## src/rtl/async_fifo_wr_arb.sv

```systemverilog
// async_fifo_wr_arb: round-robin burst arbiter sharing one async FIFO write port (wr_clk domain); optional stall counter via WR_ARB_STALL_CNT_EN
module async_fifo_wr_arb #(
  parameter int NUM_REQ    = 4,
  parameter int DATA_WIDTH = 4,
  parameter int MAX_BURST  = 4
) (
  input  logic                          wr_clk,
  input  logic                          wr_rst_n,
  input  logic [NUM_REQ-1:0]            req,
  input  logic [NUM_REQ*DATA_WIDTH-1:0] req_data,
  output logic [NUM_REQ-1:0]            ack,
  output logic [NUM_REQ-1:0]            gnt,
  output logic                          busy,
  input  logic                          fifo_full,
  output logic                          fifo_wr_en,
  output logic [DATA_WIDTH-1:0]         fifo_wr_data
`ifdef WR_ARB_STALL_CNT_EN
  ,
  output logic [15:0]                   stall_cnt
`endif
);
  localparam int BCNT_W = $clog2(MAX_BURST) + 1;
  localparam int IDX_W  = $clog2(NUM_REQ);
  typedef enum logic {IDLE, BURST} state_t;
  state_t                  state, state_n;
  logic [NUM_REQ-1:0]      gnt_n;
  logic [IDX_W-1:0]        rr_ptr, rr_ptr_n, g, pick, cand;
  logic [BCNT_W-1:0]       beat_cnt, beat_cnt_n;
  logic [DATA_WIDTH-1:0]   slices [NUM_REQ];
  logic                    last_beat;
  for (genvar i = 0; i < NUM_REQ; i++) begin : g_slice
    assign slices[i] = req_data[i*DATA_WIDTH +: DATA_WIDTH];
  end
  assign busy      = (state == BURST);
  assign last_beat = (beat_cnt == BCNT_W'(MAX_BURST - 1));
  // decode the one-hot grant into an index and pick the next requester in rotation order from rr_ptr
  always_comb begin
    g    = '0;
    pick = '0;
    cand = '0;
    for (int i = 0; i < NUM_REQ; i++)
      if (gnt[i]) g = IDX_W'(i);
    for (int k = NUM_REQ - 1; k >= 0; k--) begin
      cand = IDX_W'((int'(rr_ptr) + k) % NUM_REQ);
      if (req[cand]) pick = cand;
    end
  end
  // write-port datapath: only the granted requester can write, and never while full
  always_comb begin
    fifo_wr_en   = busy && req[g] && !fifo_full;
    ack          = fifo_wr_en ? gnt : '0;
    fifo_wr_data = busy ? slices[g] : '0;
  end
  // next-state: grant in IDLE, count beats in BURST, exit on burst limit or dropped request
  always_comb begin
    state_n    = state;
    gnt_n      = gnt;
    rr_ptr_n   = rr_ptr;
    beat_cnt_n = beat_cnt;
    if (state == IDLE) begin
      if (|req) begin
        state_n     = BURST;
        gnt_n       = '0;
        gnt_n[pick] = 1'b1;
        beat_cnt_n  = '0;
      end
    end else if (!req[g] || (fifo_wr_en && last_beat)) begin
      state_n  = IDLE;
      gnt_n    = '0;
      rr_ptr_n = (g == IDX_W'(NUM_REQ - 1)) ? '0 : g + 1'b1;
    end else if (fifo_wr_en) begin
      beat_cnt_n = beat_cnt + 1'b1;
    end
  end
  // arbiter state registers
  always_ff @(posedge wr_clk or negedge wr_rst_n) begin
    if (!wr_rst_n) begin
      state    <= IDLE;
      gnt      <= '0;
      rr_ptr   <= '0;
      beat_cnt <= '0;
    end else begin
      state    <= state_n;
      gnt      <= gnt_n;
      rr_ptr   <= rr_ptr_n;
      beat_cnt <= beat_cnt_n;
    end
  end
`ifdef WR_ARB_STALL_CNT_EN
  // saturating count of cycles where the granted requester is blocked by full
  always_ff @(posedge wr_clk or negedge wr_rst_n) begin
    if (!wr_rst_n)
      stall_cnt <= '0;
    else if (busy && req[g] && fifo_full && stall_cnt != 16'hFFFF)
      stall_cnt <= stall_cnt + 16'd1;
  end
`endif
endmodule

```

## config.mk

```make
export PLATFORM = sky130hd
export DESIGN_NAME = async_fifo_wr_arb
export DESIGN_NICKNAME = d
export VERILOG_FILES = /design/src/rtl/async_fifo_wr_arb.sv
export SDC_FILE = /design/constraint.sdc
export NUM_CORES = 1
export LEC_CHECK = 0
export ABC_AREA = 1
export CAP_MARGIN = 20
export CORE_MARGIN = 2
export CORE_UTILIZATION = 39
export CTS_BUF_LIST = sky130_fd_sc_hd__clkbuf_4 sky130_fd_sc_hd__clkbuf_8 sky130_fd_sc_hd__clkbuf_16
export DETAILED_ROUTE_END_ITERATION = 10
export HOLD_SLACK_MARGIN = 0.05
export PLACE_DENSITY = 0.76
export SYNTH_ARGS = -nofsm -noshare
export SYNTH_HDL_FRONTEND = slang
export SYNTH_SLANG_ARGS = --single-unit
```

## constraint.sdc

```tcl
create_clock -name wr_clk -period 1.5 [get_ports wr_clk]
set_clock_uncertainty 0.05 [all_clocks]
set_input_delay 0.375 -clock wr_clk [delete_from_list [all_inputs] [get_ports wr_clk]]
set_output_delay 0.375 -clock wr_clk [all_outputs]
set_load 0.005 [all_outputs]
```

Yosys cells after proc, flatten, opt, wreduce, memory -nomap -nowiden
Index checks and enable logic that the tools add are counted.

storage, ports and cells
  register bits after elaboration = 10
  output and inout bits = 14
  word-level logic and storage cells = 70

operators by class
  equal/unequal tests = 5
  order comparisons = 8
  multiplexer cells = 35
  add/subtract/negate cells = 5
  bitwise gates (word level) = 1
  reductions and logical operators = 12

operator list
  kind                 count
  $mux 4               7
  $lt 2x3->1 const B   6
  $mux 2               7
  $mux 3               4
  $bmux 1 s2           5
  $mux 1               10
  $bmux 4 s2           1
  $add 2x1->2 const B  2
  $add 2x2->2 const B  2
  $logic_and 1x1->1    4
  $ne 2x2->1 const B   2
  $reduce_and 2->1     2
  $reduce_or 4->1      1
  $add 3x1->3 const B  1
  $eq 3x2->1 const B   1
  $ge 3x3->1 const B   1
  $not 2->3            1
  $reduce_and 3->1     1
  $demux 1 s2          1
  $eq 2x2->1 const B   1
  $ge 2x1->1 const B   1
  $logic_not 1->1      2
  $ne 2x1->1 const B   1
  $reduce_bool 2->1    1
  $logic_or 1x1->1     1

Depth between registers and ports, before layout
  depth in word-level cells = 13
  gate-level depth with buffers = 12
  gate-level depth less buffers = 11

Worst setup path before layout
No wires, ideal clock.

  path kind = reg2out
  start point = register gnt[2]
  end point = output port ack[0]
  data arrival time = 1147 ps
  cell stages (with the launch flop) = 8
  path slack = -72 ps
  required time = 1075 ps
  path through = dfrtp_1 -> inv_2 -> nand2_2 -> nand2_8 -> inv_4 -> o21ai_4 -> nand3_1 -> nor2_1

between the ends
  cells in the longest elaborated chain, start to end = 7

ends and longest elaborated chain
  what                             line  source
  from (decl)                      12    output logic [NUM_REQ-1:0] gnt,
  from (signal assigned)           84    gnt <= gnt_n;
  $mux 2 (2 in series)             42    if (gnt[i]) g = IDX_W'(i);
  $bmux 1 s2                       50    fifo_wr_en = busy && req[g] && !fifo_full;
  $mux 1 (implied by the code)     50
  $logic_and 1x1->1 (2 in series)  50
  $mux 4                           51    ack = fifo_wr_en ? gnt : '0;
  to (decl)                        11    output logic [NUM_REQ-1:0] ack,

Every way passes these cells. The select of a mux whose other input is x is not followed.

Worst setup path in the final report
  start point = input port fifo_full
  end point = output port ack[1]

between the ends
  cells in the longest elaborated chain, start to end = 3

ends and longest elaborated chain
  what               line  source
  from (decl)        14    input logic fifo_full,
  $logic_not 1->1    50
  $logic_and 1x1->1  50
  $mux 4             51

Every way passes these cells.

==> parameters.txt <==
Parameter                              Value

Global route
  Antenna violations before repair    0
  First-pass GRT wire length    4823 um
  Vias in the first global route    approximately 1200
  GRT Residual Overflow    0
  Tot GR Track Use    23.08%
  Largest net degree at the start of global routing    11

Logic synthesis
  Fraction of synthesis flops using an asynchronous set or reset pin    100.0%
  Leading register cell type out of synthesis    sky130_fd_sc_hd__dfrtp_1
  Post-Syn Instances    approximately 150
  Per-instance average area after synthesis    6.368 sq um
  Ys Warns    0
  Number of unique standard cell types used by synthesis    23
  Post-synthesis sequential element count    10
  Number of synthesized flops with an enable pin    0
  Synthesized net count    170
  Synthesized cell area    923.4 sq um
  Portion of the post-synthesis area used by sequential elements    27.10%

Min path
  Hold Crit Class    in2async

CTS
  Sink Count    10
  CTS tree    built
  Number of levels the H-tree was split into    1
  Clock-pin transition on the worst setup and hold timing paths    0.06 ns
  Clock Tree Root    sky130_fd_sc_hd__clkbuf_4
  Number of buffers between clock root and the deepest sink    2
  Worst-Skew Late Latency    about 0.27 ns
  Hold Buf Count CTS    0
  Number of buffers created by CTS    3

Placed design
  Hpwl dp    2182 um
  Port Buffers    36
  Setup slack after placement    -0.8039 ns
  Area post-placement    1469 sq um
  Placer's final routability congestion estimate    around 0.79

Setup path
  Data required time of the critical path    around 1.1 ns
  WP data arrival    1.58 ns
  Startpoint class of the critical path    input pin
  Setup CP Type    in2out
  Worst Setup SP    fifo_full
  Reg-to-Reg Start    gnt[2]$_DFFE_PN0P_
  Critical path peak fanout    4
  CP endpoint kind    output port

Final layout
  # diodes    0
  Area delta synth->final    82.11%
  Fraction of layout instances using a drive strength above 1    a little under two fifths
  Nets    ~250
  Summed area of non-filler cells in the final layout    1682 sq um

Power
  Cell leakage power    0.8685 nW
  Power density cells    2025 nW/um^2
  Peak supply drop    0.001270 V

Floorplanning
  Die Width    between 50 and 60 um
  Die ar.    2773 sq um
  Top-level I/O count    37
  Effective utilization at floorplan    41.34%
  Core outline area    2233 sq um
  Count of standard-cell rows    17
  Die boundary height    between 50 and 60 um

Route
  Vias per std cell    4.955
  Total iterations of the first detailed-routing run    4
  DR WL/cell    12.87 um
  Routed Wire Length    approximately 3200 um
  Via count    between 1000 and 1500
  DRC violation total after the first TritonRoute iteration    27
  Count of antenna-violating nets left after detailed routing    0
  Count of unresolved DRC violations after routing    0

Timing
  Worst path setup slack after routing    -0.5074 ns
  Normalized max-slew margin    69.08%
  Tmin final    2.007 ns
  Total setup violations reported at the end of the flow    22
  Max Fclk    498.2 MHz
  Unrepaired setup endpoints after global routing    true
  Fin Setup TNS    -5.517 ns
  Final-report max-slew violation count    0
  Hold slack final    around 0.37 ns
  Final count of hold timing violations    0
  Transition time at the pin with the least slew margin    around 0.46 ns
  Fin crit share    133.8%

Run
  Max Cap Viol    0

Status
  Failing checks    setup timing
  Result of the run    finished, violations left
cell type report:
| class | count | area, sq um |
|---|---|---|
| Clock buffer | 3 | 22.52 |
| Fill cell | 170 | 551.8 |
| Inverter | 21 | 88.84 |
| Multi-Input combinational cell | 112 | 665.6 |
| Sequential cell | 10 | 254.0 |
| Tap cell | 28 | 35.03 |
| Timing Repair Buffer | 72 | 615.6 |
worst paths after layout:
kind                                           end  depth (start not counted)  slack (ns)
max reg2reg                     gnt[0]$_DFFE_PN0P_                         10       -0.16
min in group wr_clk        beat_cnt[2]$_DFFE_PN0P_                          2        0.47
min                                 busy$_DFF_PN0_                          1        0.37
max                                         ack[1]                          6       -0.51
min reg2reg                beat_cnt[2]$_DFFE_PN0P_                          2        0.47
max in group asynchronous    rr_ptr[0]$_DFFE_PN0P_                          1        0.68
logic make-up after synthesis:
| group | Yosys count | synth area share, % |
|---|---|---|
| adders and majority gates | 2 | 2.710 |
| and+or+nand+nor | 86 | 42.82 |
| DFF | 10 | 27.10 |
| AOI/OAI and AO/OA | 24 | 16.94 |
| buffers and inverters | 23 | 10.43 |
critical path, cell delays in order:
cell,delay (ns)
sky130_fd_sc_hd__clkdlybuf4s50_1,0.43
sky130_fd_sc_hd__nor2_1,0.30
sky130_fd_sc_hd__nand3_4,0.15
sky130_fd_sc_hd__buf_6,0.16
sky130_fd_sc_hd__nor2_4,0.07
sky130_fd_sc_hd__buf_2,0.11
cell usage after synthesis, types with 2 or more instances:
| cell type | instances | share of area [%] |
|---|---|---|
| sky130_fd_sc_hd__a21oi_1 | 4 | 2.2 |
| sky130_fd_sc_hd__dfrtp_1 | 10 | 27 |
| sky130_fd_sc_hd__ha_1 | 2 | 2.7 |
| sky130_fd_sc_hd__inv_1 | 14 | 5.7 |
| sky130_fd_sc_hd__inv_2 | 5 | 2.0 |
| sky130_fd_sc_hd__inv_4 | 2 | 1.4 |
| sky130_fd_sc_hd__nand2_1 | 37 | 15 |
| sky130_fd_sc_hd__nand3_1 | 17 | 9.2 |
| sky130_fd_sc_hd__nand4_1 | 3 | 2.0 |
| sky130_fd_sc_hd__nor2_1 | 23 | 9.3 |
| sky130_fd_sc_hd__o21ai_0 | 5 | 2.7 |
| sky130_fd_sc_hd__o21ai_1 | 11 | 6.0 |
| sky130_fd_sc_hd__o21ai_4 | 2 | 3.5 |
per-stage QoR:
| stage | power [W] | utilization, % | std cells |
|---|---|---|---|
| finish | 0.003405 | 75.29 | 246 |
| global route | 0.003685 | 75.29 | 246 |
| CTS | 0.003135 | 71.54 | 238 |
| detailed placement | 0.002725 | 65.77 | 228 |
| global placement | 0.002673 | 65.77 | 228 |
| floorplan | 0.001792 | - | 145 |
layer usage:
metal  wire (um)  global-route usage, %
met5           0                      0
met2        1615                  39.58
met1        1374                  29.77
met4          44                  7.692
met3         131                  2.571
repair_timing:
item                       4_1_cts  5_1_grt
gates resized for setup         58       27
setup endpoints to repair       23       23
hold endpoints to repair         0        0
pin swaps                        3        3
buffers inserted                 8        8
cells in the final DEF, fill, tap and decap left out, types with 3 or more instances in the layout:
master                            netlist  layout
sky130_fd_sc_hd__nand2_1               37      36
sky130_fd_sc_hd__buf_4                  1      29
sky130_fd_sc_hd__nor2_1                23      19
sky130_fd_sc_hd__clkdlybuf4s50_1        0      19
sky130_fd_sc_hd__o21ai_1               11      13
sky130_fd_sc_hd__nand3_1               17      13
sky130_fd_sc_hd__inv_1                 14      11
sky130_fd_sc_hd__buf_2                  1       8
sky130_fd_sc_hd__buf_6                  0       8
sky130_fd_sc_hd__inv_2                  5       7
sky130_fd_sc_hd__dfrtp_1               10       7
sky130_fd_sc_hd__dlygate4sd2_1          0       5
sky130_fd_sc_hd__a21oi_1                4       4
sky130_fd_sc_hd__nor2_4                 0       4
sky130_fd_sc_hd__nand4_1                3       3
sky130_fd_sc_hd__nand3_2                1       3
sky130_fd_sc_hd__clkbuf_4               0       3
sky130_fd_sc_hd__dfrtp_2                0       3
report_power, final:
group          internal (W)  switching (W)
Combinational       0.00127        0.00144
Sequential         0.000389       0.000130
Clock             0.0000927      0.0000899
Total               0.00175        0.00166
registers in the layout, summed over array words and instances, names as in the netlist:
name and cells:
busy 1, gnt 4, beat_cnt 3, rr_ptr 2
Power figures use the tool's default switching activity.
